File: src/rtl/mem_io_controller_key_debouncer.sv
// Per-bit debouncer: a bit's output follows its input only after CNT consecutive
// samples that differ from the current output.
module key_debouncer #(
    parameter int          W   = 4,
    parameter logic [15:0] CNT = 16'd50000
) (
    input  logic         clk,
    input  logic         reset,
    input  logic [W-1:0] i_in,
    output logic [W-1:0] o_out
);

    logic [W-1:0][15:0] r_cnt;
    logic [W-1:0]       r_out;

    always_ff @(posedge clk or posedge reset) begin
        if (reset) begin
            r_cnt <= '0;
            r_out <= '0;
        end else begin
            for (int i = 0; i < W; i++) begin
                if (i_in[i] == r_out[i]) begin
                    r_cnt[i] <= '0;
                end else if (r_cnt[i] == CNT - 16'd1) begin
                    r_out[i] <= i_in[i];
                    r_cnt[i] <= '0;
                end else begin
                    r_cnt[i] <= r_cnt[i] + 16'd1;
                end
            end
        end
    end

    assign o_out = r_out;

endmodule

File: config.mk
export PLATFORM = sky130hd
export DESIGN_NAME = key_debouncer
export DESIGN_NICKNAME = d
export VERILOG_FILES = /design/src/rtl/mem_io_controller_key_debouncer.sv
export SDC_FILE = /design/constraint.sdc
export NUM_CORES = 1
export LEC_CHECK = 0
export ABC_CLOCK_PERIOD_IN_PS = 4800
export CAP_MARGIN = 10
export CORE_UTILIZATION = 65
export CTS_CLUSTER_DIAMETER = 200
export DETAILED_ROUTE_END_ITERATION = 12
export PLACE_DENSITY_LB_ADDON = 0.15
export SLEW_MARGIN = 20
export SYNTH_ARGS = -nofsm -noshare
export SYNTH_HDL_FRONTEND = slang
export SYNTH_SLANG_ARGS = --single-unit
File: constraint.sdc
create_clock -name clk -period 4.8 [get_ports clk]
set_input_delay 0.96 -clock clk [delete_from_list [all_inputs] [get_ports clk]]
set_output_delay 0.96 -clock clk [all_outputs]
set_load 0.01 [all_outputs]
Yosys cells after proc, flatten, opt, wreduce, memory -nomap -nowiden
Cells that the tools add are included.

ROM bits: 0. Input port bits: 6. Latch bits: 0. Output and inout bits: 4. Bits in writable memories: 0. Memories kept: 0. Flip-flop bits (word level): 68.

Div/mod/pow operators: 0. Reduce and logical (&&, ||, !) cells: 4. Multiply operators: 0. Order comparisons: 0. Bitwise gates (word level): 4. Muxes and demuxes: 8. Add/sub/neg operators: 4. Shift-type cells: 0. Eq/ne operators: 8.

Operator list (count): 2-to-1 mux 16 bit (8); adder 16 x 1 -> 16 bit (second input constant) (4); equality test 16 bit (second input constant) (4); AND reduction 2 bit (4); equality test 1 bit (4); NOT 1 bit (4).

Logic depth before layout (Yosys ltp)
Depth in word-level cells: 3. Mapped depth: 7.

Least setup slack after synthesis
No wires, ideal clock.

Path kind: flip-flop to flip-flop. Start: register r_cnt[27] in the netlist's numbering. End: register r_cnt[23] in the netlist's numbering. Cell stages (with the launch flop): 7. Buffers on the path: 2. Setup slack: 3046 ps. Arrival time: 1635 ps. Period minus slack after synthesis: 1754 ps. Cells stage by stage: dfrtp_1 > or4_1 > nor4_2 > or2_1 > buf_6 > buf_12 > nor2_1.

Word-level cells in the longest chain between the ends: 3.

RTL lines: start: declaration (RTL line 13) `logic [W-1:0][15:0] r_cnt;`; start signal: indexed assignment (RTL line 28) `r_cnt[i] <= r_cnt[i] + 16'd1;`; equality test 16 bit (RTL line 24) `end else if (r_cnt[i] == CNT - 16'd1) begin`; 2-to-1 mux 16 bit (RTL line 24); 2-to-1 mux 16 bit (RTL line 22) `if (i_in[i] == r_out[i]) begin`.

No other way between the ends. A chain may end at the register's enable or synchronous reset.

Final worst setup path
Start: register r_out[3], in the netlist o_out[3]. End: output o_out[3].

RTL lines: start: declaration (RTL line 14) `logic [W-1:0] r_out;`; start signal: indexed assignment (RTL line 25) `r_out[i] <= i_in[i];`; end: declaration (RTL line 10) `output logic [W-1:0] o_out`.

No word-level cell between the ends.

==> flow_summary.yaml <==
setup_path:
  r2r-start: "r_cnt[48]$_DFF_PP0_"
  path_delay_family: "buffers and inverters"
  cp.required_ns: 3.84
  r2r_slack_ns: 2.59
  cp_max_fo: 3
  critical-path-max-stage-delay_ns: 0.56
  critPathLaunch: "o_out[3]$_DFFE_PP0P_"
  cpMaxStageDelayCell: "clkdlybuf4s50_1"
  cp-endpoint: "o_out[3]"
  reg2reg_to: "r_cnt[51]$_DFF_PP0_"
  worst_r2r_path_depth: 4
  arrival_ns: 1.29
  worstPathCellList: "clkdlybuf4s50_1"
  crit_cells: 1
  cp-start-kind: "flip-flop"
  worstSetupPathType: "reg2out"
  timing.critical_path.buf_inv: 1
  end_kind: "output port"
route:
  via_per_inst: 5.67
  drt_pre_antenna_iters: 4
  vias: 2404
  routedWlPerCell_um: 13.4
  wl_met1_mm: 2.68
  antenna_left: 0
  wl_met3_um: 264
  drcViolationCount: 0
  wl_met2_mm: 2.70
  routed_wl_mm: 5.68
  drt_iter0_drc: 116
  topRoutingLayerUsed: "met4"
yosys:
  syn_area_per_cell_sq_um: 9.97
  synth_nets: 347
  ys_ff_latch: 68
  synthAdderAreaFrac_pct: 1.49
  synth_xor_area_share_pct: 14.9
  ys_warn_count: 0
  synth_cell_type_count: 37
  synth-simple-area-share_pct: 27.1
  synthCells: 337
  yosys-mux-area-fraction_pct: 1.34
  syn_area_sq_um: 3360
  synth_compound_area_share_pct: 1.34
  yosysSeqAreaShare_pct: 50.6
  synth_top_family_by_area: "simple AND/OR/NAND/NOR gates"
power_and_ir_drop:
  p_int_mw: 0.872
  power_leakage_nw: 1.43
  comb_power_share_pct: 4.8
  seqPwrFrac_pct: 53.2
  p_switching_mw: 0.255
  p_per_area_nw_per_um2: 306
  switching_share_pct: 22.7
  ir_worst_vdd_uv: 230
  p_clk_share_pct: 42.0
cells_and_area:
  fillers: 319
  finish.instance_area_sq_um: 3690
  nets: 362
  post_route_cells_drive_above_1_share_pct: 7.84
  syn_to_final_growth_pct: 9.83
  antenna_cells: 0
clocking:
  post_cts_resized: 0
  cts_buffer_depth: 2
  cts_buffers: 9
  cts_setup_buffers: 0
  cts_max_level: 3
  cts_tree: "done"
  clk_latency_ns: 0.34
  cts_sinks: 68
  root_buffer: "clkbuf_8"
  cts_hold_buffers: 0
  clkTransAtPathRegs_ns: 0.07
die:
  core_sq_um: 4850
  die_width_um: 73.9
  die_area_sq_um: 5460
  rows: 25
  die_y_um: 73.9
  ios: 10
  initial_core_util_pct: 69.3
grt:
  antenna_found_initial: 0
  grt_pass1_vias: 2221
  grt_usage_pct: 24.1
  grt_max_degree: 52
  grt_pass1_wl_mm: 9.87
  overflow: 0
place:
  place.gp.congestion: 0.805
  dp_hpwl_mm: 3.85
  dpl-instance-area_sq_um: 3490
  portBuffers: 9
sta:
  fin_skew_ns: 0.0101
  tightest_slew_ns: 1.12
  rsz0062_at_grt: "no"
  final.setup.tns_ns: 0
  max_slew_margin_pct: 24.9
  setup_viol: 0
  drv_slew: 0
  post-route-period-util_pct: 46.8
  fmax_mhz: 445
  fin_crit_ns: 2.25
  finalHoldViolations: 0
worst_hold_path:
  hp-class: "reg2reg"
  hp-start: "r_cnt[32]$_DFF_PP0_"
run:
  drv_cap: 0
outcome:
  status: "finished clean"
-- power by group through the flow --
stage | registers [mW] | clock network, mW | logic [mW]
3_3_place_gp | 0.610 | 0 | 0.0551
4_1_cts | 0.600 | 0.485 | 0.0563
5_1_grt | 0.601 | 0.515 | 0.0630
6_report | 0.600 | 0.473 | 0.0543
3_5_place_dp | 0.610 | 0 | 0.0560
2_1_floorplan | 0.608 | 0 | 0.0438
-- cells in the mapped netlist, drive strengths merged --
| cell | number | area share (%) |
|---|---|---|
| or4 | 3 | 0.78 |
| nor3b | 1 | 0.22 |
| mux2 | 4 | 1.3 |
| dfrtp | 68 | 51 |
| nor4b | 2 | 0.52 |
| nand3 | 22 | 3.6 |
| inv | 14 | 1.6 |
| and4 | 1 | 0.26 |
| nor2 | 70 | 7.8 |
| o31ai | 2 | 0.60 |
| nand4bb | 2 | 0.67 |
| clkbuf | 2 | 0.22 |
| nor4bb | 2 | 0.60 |
| o21ai | 2 | 0.30 |
| buf | 4 | 1.4 |
| xnor2 | 47 | 12 |
| xor2 | 10 | 2.6 |
| and3 | 4 | 0.74 |
| a21oi | 3 | 0.45 |
| nand2 | 16 | 1.9 |
| or3 | 4 | 0.93 |
| nand4 | 17 | 3.2 |
| nor3 | 12 | 1.8 |
| nor4 | 19 | 3.7 |
| ha | 4 | 1.5 |
| or2 | 1 | 0.19 |
| or4b | 1 | 0.30 |
-- through the flow --
step           hold WS [ns]  power [mW]  cells  worst slack, ns  utilization (%)
6_report              0.487        1.13    424             2.55             76.1
5_1_grt               0.504        1.18    424             2.42             76.1
4_1_cts               0.493        1.14    424             2.54             76.1
3_5_place_dp          0.483       0.666    408             2.37             71.9
3_3_place_gp          0.470       0.665    408             2.39             71.9
2_1_floorplan         0.449       0.652    337             2.13                -
-- registers in the layout, summed over array words and instances, names as in the netlist --
register	cells
o_out	4
r_cnt	64
-- metal layers --
| layer | vias up | GRT usage [%] |
|---|---|---|
| li1 | 1191 | - |
| met1 | 1159 | 30.3 |
| met2 | 50 | 38.6 |
| met3 | 4 | 9.33 |
| met4 | 0 | 7.26 |
| met5 | - | 0 |
-- how the worst min path moves through the flow --
stage | endpoint | slack [ns] | cells after the start
after floorplan | r_cnt[16]$_DFF_PP0_ | 0.45 | 1
after global placement | r_cnt[16]$_DFF_PP0_ | 0.47 | 1
after detailed placement | r_cnt[32]$_DFF_PP0_ | 0.48 | 1
after CTS | r_cnt[32]$_DFF_PP0_ | 0.49 | 1
after global routing | r_cnt[32]$_DFF_PP0_ | 0.50 | 1
final | r_cnt[32]$_DFF_PP0_ | 0.49 | 1
-- area by class of cell --
cell class | count | area [sq um] | share of cell area, %
Timing Repair Buffer | 10 | 97.6 | 2.64
Clock buffer | 12 | 155 | 4.20
Multi-Input combinational cell | 249 | 1550 | 42.0
Clock inverter | 4 | 47.5 | 1.29
Sequential cell | 68 | 1700 | 46.1
Tap cell | 67 | 83.8 | 2.27
Inverter | 14 | 53.8 | 1.46
-- kinds of logic (layout without fill, tap and decap cells) --
| family | Yosys count | in the layout |
|---|---|---|
| buffers and inverters | 20 | 40 |
| muxes | 4 | 4 |
| and+or+nand+nor | 177 | 177 |
| DFF | 68 | 68 |
| adders and majority gates | 4 | 4 |
| xor gates and xnor gates | 57 | 57 |
| AOI/OAI and AO/OA | 7 | 7 |
-- layout by cell type (no fill, tap or decap), types with 2 or more instances in the layout --
| cell type | netlist | routed |
|---|---|---|
| a21oi_1 | 3 | 3 |
| and3_1 | 4 | 4 |
| clkbuf_8 | 0 | 11 |
| clkdlybuf4s50_1 | 0 | 9 |
| clkinv_2 | 0 | 3 |
| dfrtp_1 | 68 | 68 |
| ha_1 | 4 | 4 |
| inv_1 | 14 | 13 |
| mux2_2 | 3 | 3 |
| nand2_1 | 15 | 15 |
| nand3_1 | 20 | 20 |
| nand3_2 | 2 | 2 |
| nand4_1 | 17 | 17 |
| nand4bb_1 | 2 | 2 |
| nor2_1 | 70 | 70 |
| nor3_1 | 12 | 12 |
| nor4_1 | 18 | 18 |
| nor4b_1 | 2 | 2 |
| nor4bb_1 | 2 | 2 |
| o21ai_0 | 2 | 2 |
| or3_1 | 2 | 2 |
| or4_1 | 2 | 2 |
| xnor2_1 | 47 | 47 |
| xor2_1 | 10 | 10 |
(Power assumes the default switching activity.)
